File: src/rtl/konami1_opcode_encoder.sv
// Streaming KONAMI-1 opcode encoder: plaintext bytes in over valid/ready, keyed bytes out
// through a 2-entry FIFO onto an acknowledged program-memory write port.
`timescale 1ns/1ps

module konami1_opcode_encoder #(
  parameter logic [15:0] CPU_BASE = 16'h0000
) (
  input  logic        CLK,
  input  logic        nRESET,
  input  logic        start,
  input  logic [15:0] start_addr,
  input  logic        finish,
  input  logic        in_valid,
  output logic        in_ready,
  input  logic [7:0]  in_data,
  input  logic        in_op,
  output logic [15:0] mem_addr,
  output logic [7:0]  mem_data,
  output logic        mem_we,
  input  logic        mem_ack,
  output logic        busy,
  output logic        done,
  output logic [15:0] count,
  output logic        wrapped
);

  typedef enum logic [1:0] {
    IDLE,
    RUN,
    DRAIN
  } state_t;

  state_t      state;
  logic [15:0] offset;
  logic [15:0] fifoAddr [2];
  logic [7:0]  fifoData [2];
  logic        wrPtr;
  logic        rdPtr;
  logic [1:0]  level;

  logic [15:0] keyAddr;
  logic [7:0]  key;
  logic [7:0]  encByte;
  logic        accept;
  logic        pop;

  // Key depends on the CPU-visible address, not the raw memory offset.
  always_comb begin
    keyAddr = offset + CPU_BASE;
    key     = {keyAddr[1], 1'b0, ~keyAddr[1], 1'b0, keyAddr[3], 1'b0, ~keyAddr[3], 1'b0};
    encByte = in_op ? (in_data ^ key) : in_data;
  end

  always_comb begin
    in_ready = (state == RUN) && (level != 2'd2);
    accept   = in_valid && in_ready;
    mem_we   = (level != 2'd0);
    pop      = mem_ack && mem_we;
    mem_addr = fifoAddr[rdPtr];
    mem_data = fifoData[rdPtr];
    busy     = (state != IDLE);
  end

  always_ff @(posedge CLK) begin
    if (!nRESET) begin
      state       <= IDLE;
      offset      <= '0;
      fifoAddr[0] <= '0;
      fifoAddr[1] <= '0;
      fifoData[0] <= '0;
      fifoData[1] <= '0;
      wrPtr       <= 1'b0;
      rdPtr       <= 1'b0;
      level       <= '0;
      count       <= '0;
      done        <= 1'b0;
      wrapped     <= 1'b0;
    end else begin
      if (accept) begin
        fifoAddr[wrPtr] <= offset;
        fifoData[wrPtr] <= encByte;
        wrPtr           <= ~wrPtr;
        offset          <= offset + 16'd1;
      end

      if (pop) begin
        rdPtr <= ~rdPtr;
        count <= count + 16'd1;
      end

      case ({accept, pop})
        2'b10:   level <= level + 2'd1;
        2'b01:   level <= level - 2'd1;
        default: level <= level;
      endcase

      unique case (state)
        IDLE: begin
          if (start) begin
            state   <= RUN;
            offset  <= start_addr;
            count   <= '0;
            done    <= 1'b0;
            wrapped <= 1'b0;
          end
        end
        RUN: begin
          // The byte at FFFF is kept; stopping here avoids a wrapped write to offset 0000.
          if (accept && (offset == 16'hFFFF)) begin
            wrapped <= 1'b1;
            state   <= DRAIN;
          end else if (finish) begin
            state <= DRAIN;
          end
        end
        DRAIN: begin
          if ((level == 2'd0) || ((level == 2'd1) && pop)) begin
            state <= IDLE;
            done  <= 1'b1;
          end
        end
        default: state <= IDLE;
      endcase
    end
  end

endmodule

File: config.mk
export PLATFORM = sky130hd
export DESIGN_NAME = konami1_opcode_encoder
export DESIGN_NICKNAME = d
export VERILOG_FILES = /design/src/rtl/konami1_opcode_encoder.sv
export SDC_FILE = /design/constraint.sdc
export NUM_CORES = 1
export LEC_CHECK = 0
export ABC_AREA = 1
export CAP_MARGIN = 20
export CELL_PAD_IN_SITES_DETAIL_PLACEMENT = 1
export CELL_PAD_IN_SITES_GLOBAL_PLACEMENT = 2
export CORE_MARGIN = 10
export CORE_UTILIZATION = 34
export CTS_CLUSTER_DIAMETER = 80
export DETAILED_ROUTE_END_ITERATION = 16
export HOLD_SLACK_MARGIN = 0.12
export PLACE_DENSITY_LB_ADDON = 0.2
export REMOVE_ABC_BUFFERS = 1
export SLEW_MARGIN = 20
export SYNTH_ARGS = -nofsm -noshare
export SYNTH_HDL_FRONTEND = slang
export SYNTH_SLANG_ARGS = --single-unit
File: constraint.sdc
create_clock -name CLK -period 6.2 [get_ports CLK]
set_input_delay 1.24 -clock CLK [delete_from_list [all_inputs] [get_ports CLK]]
set_output_delay 1.24 -clock CLK [all_outputs]
set_load 0.05 [all_outputs]
==> key figures, run 1 <==
Cells and area
  • Final #Nets: 599
  • Ant. Diodes: 0
  • Layout cells sized above 1: 10.4%
  • Area grow syn2layout: 27.4%

Critical path
  • Crit Path Max Fanout: 24
  • CP delay by family, top: buffers and inverters
  • CP max stage cell: clkdlybuf4s50_1
  • CP bufs+invs: 1
  • Critical Path Source Type: register
  • FF-to-FF setup slack: 3.48 ns
  • Slowest stage delay, CP: 0.72 ns
  • CP endpoint kind: output pin
  • CP Class: register to output pin
  • Worst-path cell chain: mux2_2, clkdlybuf4s50_1
  • WP data required: 4.96 ns
  • WP data arrival: 2.19 ns

Timing
  • Final setup TNS: 0 ns
  • Timing-limited maximum frequency: 0.291 GHz
  • Final Cycle Share: 55.4%
  • Fin. Hold Viols: 0
  • Clock Skews: 0.00494 ns
  • Final setup margin: 2.77 ns
  • Final Critical Period: 3.43 ns
  • Rel. slew slack: 33.3%
  • Slew Viols, Final: 0
  • Worst Tran Pin Value: 0.998 ns
  • Setup Viol. Count Final: 0
  • Unrepaired setup endpoints after global routing: no

Route
  • Vias: 3,427
  • Total iterations of the first detailed-routing run: 4
  • DR WL/cell: 15.3 microns
  • Drt initial violations: 112
  • Final WL: 11.3 mm
  • Vias per cell: 4.64
  • # DRC: 0
  • DRT antenna net count: 0

Synth
  • Commonest cells in the netlist: nand2_1, nor2_1, inv_1
  • Synth top area cells: edfxtp_1, dfxtp_1, nand2_1
  • Synth cell types: 31
  • Register bit total from synthesis: 89
  • Area leader, netlist: edfxtp_1
  • Register area share after synthesis: 52.6%
  • Asr flop ratio synth: 0%
  • Simple-gate area share of the yosys netlist: 24.4%
  • Avg Inst Size Synth: 8.79 sq um
  • Area share of fa/ha/maj cells after synthesis: 1.75%
  • Synth top area share: 33.5%
  • Number of flops mapped to enable cells by yosys: 48
  • Synth Area in Compound Gates: 5.21%
  • Mapped Cells: 489
  • Synth warnings: 0
  • Synth Area in XOR/XNOR: 2.85%
  • Post-Syn Area: 0.00430 sq mm
  • Post-synth top flop: edfxtp_1
  • Main combinational cell family by area after synthesis: simple AND/OR/NAND/NOR gates
  • Post-synthesis mux area share: 6.28%

Clock tree
  • Hold Buf Count CTS: 0
  • H-tree depth: 3
  • Postcts setup bufs: 0
  • TritonCTS clock tree: built
  • CTS max path bufs: 2
  • Clock root buffer: clkbuf_16
  • Worst skew pair latency: 0.34 ns
  • Worst-path clk slew: 0.06 ns
  • CTS Sinks: 89
  • Num CTS Buffers: 9
  • Post-CTS Resized: 0

GRT
  • Vias in the first global route: 3,738
  • Global-route wire length before repair: 18.9 mm
  • GRT Overall Usage: 13.1%
  • Pin count of the biggest net entering global routing: 27
  • Initial antenna violation count: 0
  • Grt ovf: 0

Placement
  • DP Wirelength: 8.37 mm
  • Setup WS pre-CTS: 2.15 ns
  • Input/output buffers: 75
  • Routability cong.: 0.768

Power and ir drop
  • Peak supply drop: 0.108 mV
  • Leakage Power: 2.10 nW
  • Power per cell area: 309 mW/mm^2

Floorplan
  • Initial Util: 34.4%
  • Die area: 0.0175 sq mm
  • Core area: 0.0125 sq mm
  • Die Wd: 132 microns
  • Rows: 41
  • Die H: 132 microns
  • IO Count: 76

Status
  • Status: finished clean

Run
  • Maxcap violations: 0

Min path
  • Hold crit path type: register to register
[area by class of cell]
cell class                      instances  area [sq um]
Clock buffer                           10           229
Clock inverter                          6          43.8
Fill cell                            1532          7040
Inverter                               58           218
Multi-Input combinational cell        327          1740
Sequential cell                        89          2260
Tap cell                              172           215
Timing Repair Buffer                   77           766
[metal layers]
layer / global-route usage (%) / routed length, microns / vias up
met5: 0 / 0 / -
met4: 4.22 / 127 / 0
met3: 3.82 / 584 / 10
met2: 22.7 / 5480 / 55
met1: 15.2 / 5140 / 1634
li1: - / - / 1728
[per-stage QoR]
step / instance area, sq um / hold slack (ns) / cells / power [mW] / utilization, %
2_1_floorplan: 4220 / 0.464 / 474 / 1.04 / -
3_3_place_gp: 5200 / 0.456 / 723 / 1.20 / 41.6
3_5_place_dp: 5200 / 0.462 / 723 / 1.21 / 41.6
4_1_cts: 5470 / 0.478 / 739 / 1.72 / 43.7
5_1_grt: 5480 / 0.520 / 739 / 1.78 / 43.8
6_report: 5480 / 0.470 / 739 / 1.70 / 43.8
[registers in the layout, indices dropped and copies added, names as in the netlist, named ones only]
| register | count |
|---|---|
| rdPtr | 1 |
| fifoData | 16 |
| fifoAddr | 32 |
| wrPtr | 1 |
| level | 2 |
| count | 16 |
| wrapped | 1 |
| state | 2 |
| done | 1 |
| offset | 16 |
[report_power, final]
group	leakage [nW]	total [mW]	switching, mW	internal, mW
Combinational	1.15	0.470	0.301	0.170
Sequential	0.832	0.717	0.0507	0.667
Clock	0.123	0.508	0.235	0.273
Total	2.10	1.70	0.587	1.11
[logic make-up after synthesis]
group	after synthesis
buffers and inverters	73
flip-flops	89
multiplexers	24
XOR/XNOR	14
adder cells (fa/ha/maj)	6
AO/OA/AOI/OAI	41
AND/OR/NAND/NOR	242
[cell usage in the layout (no fill, tap or decap), drive strengths merged]
master,count
o21bai,1
nand3b,1
inv,59
xnor2,1
a31oi,1
clkbuf,10
ha,6
a21oi,15
clkdlybuf4s50,75
nand2,96
or2,5
dfxtp,41
clkinv,2
edfxtp,48
buf,2
o21ai,20
nor3,4
nand4,7
xor2,13
nor2,98
nand3,31
o211ai,2
a32o,2
clkinvlp,3
mux2,24
[final timing paths]
kind | start | end | cells past startpoint
worst max-delay path | register | mem_addr[13] | 2
worst min-delay path | done$_SDFFE_PN0P_ | done$_SDFFE_PN0P_ | 1
worst max register to register | level[0]$_SDFFE_PN0P_ | fifoData[0][3]$_SDFFCE_PN0P_ | 7
worst min register to register | done$_SDFFE_PN0P_ | done$_SDFFE_PN0P_ | 1
Power figures use the tool's default switching activity.
==> inputs of run 2 (changes only) <==
--- a/config.mk
+++ b/config.mk
@@ -10,7 +10,7 @@
 export CELL_PAD_IN_SITES_DETAIL_PLACEMENT = 1
 export CELL_PAD_IN_SITES_GLOBAL_PLACEMENT = 2
 export CORE_MARGIN = 10
-export CORE_UTILIZATION = 34
+export CORE_UTILIZATION = 32
 export CTS_CLUSTER_DIAMETER = 80
 export DETAILED_ROUTE_END_ITERATION = 16
 export HOLD_SLACK_MARGIN = 0.12
==> constraint.sdc (replaced) <==
create_clock -name CLK -period 3.3 [get_ports CLK]
set_input_delay 0.66 -clock CLK [delete_from_list [all_inputs] [get_ports CLK]]
set_output_delay 0.66 -clock CLK [all_outputs]
set_load 0.05 [all_outputs]
==> key figures, run 2 (synthesis results as in run 1) <==
Timing
  • Unrepaired setup endpoints after global routing: no (unchanged)
  • Final setup TNS: 0 ns (unchanged)
  • Fin. Hold Viols: 0 (unchanged)
  • Clock Skews: 0.00739 ns (was 0.00494 ns)
  • Timing-limited maximum frequency: 0.366 GHz
  • Final Cycle Share: 82.8%
  • Setup Viol. Count Final: 0 (unchanged)
  • Rel. slew slack: 53.1% (was 33.3%)
  • Final Critical Period: 2.73 ns
  • Slew Viols, Final: 0 (unchanged)
  • Worst Tran Pin Value: 0.703 ns (was 0.998 ns)
  • Worst hold slack: 0.494 ns (was 0.470 ns)

Power and ir drop
  • Peak supply drop: 0.230 mV (was 0.108 mV)
  • Switching Fraction: 32.8% (was 34.6%)
  • Internal: 2.25 mW (was 1.11 mW)
  • Clk network pwr share: 33.3% (was 30.0%)
  • Leakage Power: 2.17 nW (was 2.10 nW)
  • Combinational Power Share: 27.6% (was 27.7%)
  • Sw power: 1.10 mW (was 0.587 mW)
  • Sequential share of power: 39.2% (was 42.3%)
  • Power per cell area: 599 mW/mm^2 (was 309 mW/mm^2)

GRT
  • Initial antenna violation count: 0 (unchanged)
  • Pin count of the biggest net entering global routing: 26 (was 27)
  • GRT Overall Usage: 12.6% (was 13.1%)
  • Global-route wire length before repair: 18.5 mm (was 18.9 mm)
  • Grt ovf: 0 (unchanged)
  • Vias in the first global route: 3,656 (was 3,738)

Critical path
  • CP max stage cell: clkdlybuf4s50_1 (unchanged)
  • Worst-path cell chain: buf_4, mux2_2, clkdlybuf4s50_1 (was mux2_2, clkdlybuf4s50_1)
  • WP data required: 2.64 ns (was 4.96 ns)
  • CP bufs+invs: 2 (was 1)
  • Crit Path Max Fanout: 24 (unchanged)
  • CP delay by family, top: buffers and inverters (unchanged)
  • Slowest stage delay, CP: 0.71 ns (was 0.72 ns)
  • CP Class: register to output pin (unchanged)
  • WP data arrival: 2.07 ns (was 2.19 ns)
  • Critical Path Source Type: register (unchanged)
  • CP endpoint kind: output pin (unchanged)

Placement
  • Input/output buffers: 75 (unchanged)
  • DP Wirelength: 8.21 mm (was 8.37 mm)
  • Routability cong.: 0.797 (was 0.768)
  • DP Cell Count: 733 (was 723)

Cells and area
  • Non-filler instance count after layout: 749 (was 739)
  • Ant. Diodes: 0 (unchanged)
  • Max FFs per register: 32 (unchanged)
  • Area grow syn2layout: 30.0% (was 27.4%)
  • Layout cells sized above 1: 11.3% (was 10.4%)
  • Final #Nets: 605 (was 599)
  • Biggest register: fifoAddr (unchanged)
  • Most frequent cells in the layout: nand2_1, nor2_1, clkdlybuf4s50_1 (was nor2_1, nand2_1, clkdlybuf4s50_1)

Clock tree
  • Worst skew pair latency: 0.34 ns (about the same)
  • H-tree depth: 3 (unchanged)
  • CTS Sinks: 89 (unchanged)
  • TritonCTS clock tree: built (unchanged)
  • Post-CTS Resized: 0 (unchanged)
  • Worst-path clk slew: 0.07 ns (was 0.06 ns)
  • CTS max path bufs: 2 (unchanged)
  • Postcts setup bufs: 0 (unchanged)
  • Num CTS Buffers: 9 (unchanged)
  • Hold Buf Count CTS: 0 (unchanged)
  • Clock root buffer: clkbuf_16 (unchanged)

Route
  • Final WL: 11.3 mm (about the same)
  • Drt initial violations: 206 (was 112)
  • DR WL/cell: 15.1 microns (was 15.3 microns)
  • Vias: 3,456 (was 3,427)
  • Total iterations of the first detailed-routing run: 4 (unchanged)
  • DRT antenna net count: 0 (unchanged)
  • Vias per cell: 4.61 (was 4.64)
  • # DRC: 0 (unchanged)

Floorplan
  • Die area: 0.0185 sq mm (was 0.0175 sq mm)
  • Die H: 136 microns (was 132 microns)
  • Die Wd: 136 microns (was 132 microns)
  • Initial Util: 32.6% (was 34.4%)
  • IO Count: 76 (unchanged)
  • Core area: 0.0132 sq mm (was 0.0125 sq mm)
  • Rows: 42 (was 41)

Run
  • Maxcap violations: 0 (unchanged)

Status
  • Status: finished clean (unchanged)

Min path
  • Hold crit path type: register to register (unchanged)
## run 2: cell types whose count changed in the layout (fill, tap and decap cells not counted), sizes merged
cell	delta
buf	+6
inv	+1
clkinvlp	-1
clkinv	-1
clkbuf	-1
bufinv	+2
## run 2: routing by layer
metal	GRT usage, %	vias to the layer above	wire, microns
met3	3.84	15	672
met4	5.21	0	211
li1	-	1742	-
met2	20.9	62	5420
met5	0	-	0
met1	14.9	1637	4980
## run 2: final cells by class
| cell class | instances | area [sq um] |
|---|---|---|
| Multi-Input combinational cell | 327 | 1740 |
| Timing Repair Buffer | 83 | 823 |
| Inverter | 58 | 218 |
| Clock buffer | 9 | 225 |
| Sequential cell | 89 | 2260 |
| Fill cell | 1559 | 7600 |
| Clock inverter | 7 | 101 |
| Tap cell | 176 | 220 |
## run 2: worst paths after layout
| path | from | endpoint | slack (ns) | cells past startpoint |
|---|---|---|---|---|
| min reg2reg | done$_SDFFE_PN0P_ | done$_SDFFE_PN0P_ | 0.49 | 1 |
| max | register | mem_addr[12] | 0.57 | 3 |
| min | done$_SDFFE_PN0P_ | done$_SDFFE_PN0P_ | 0.49 | 1 |
| max reg2reg | level[0]$_SDFFE_PN0P_ | fifoAddr[0][3]$_SDFFCE_PN0P_ | 1.31 | 9 |
## run 2: power groups by stage
stage / clock [mW] / combinational (mW) / sequential, mW
6_report: 1.11 / 0.923 / 1.31
5_1_grt: 1.18 / 1.01 / 1.32
4_1_cts: 1.15 / 0.946 / 1.31
3_5_place_dp: 0 / 0.942 / 1.34
3_3_place_gp: 0 / 0.926 / 1.33
2_1_floorplan: 0 / 0.596 / 1.35
## run 2: through the flow
stage | instance area, sq um | setup WS [ns] | util [%] | power [mW]
after detailed placement | 5260 | 0.874 | 39.9 | 2.28
after CTS | 5590 | 0.502 | 42.4 | 3.41
after global routing | 5590 | 0.462 | 42.4 | 3.51
after global placement | 5260 | 0.889 | 39.9 | 2.26
final | 5590 | 0.567 | 42.4 | 3.35
after floorplan | 4220 | 0.414 | - | 1.95
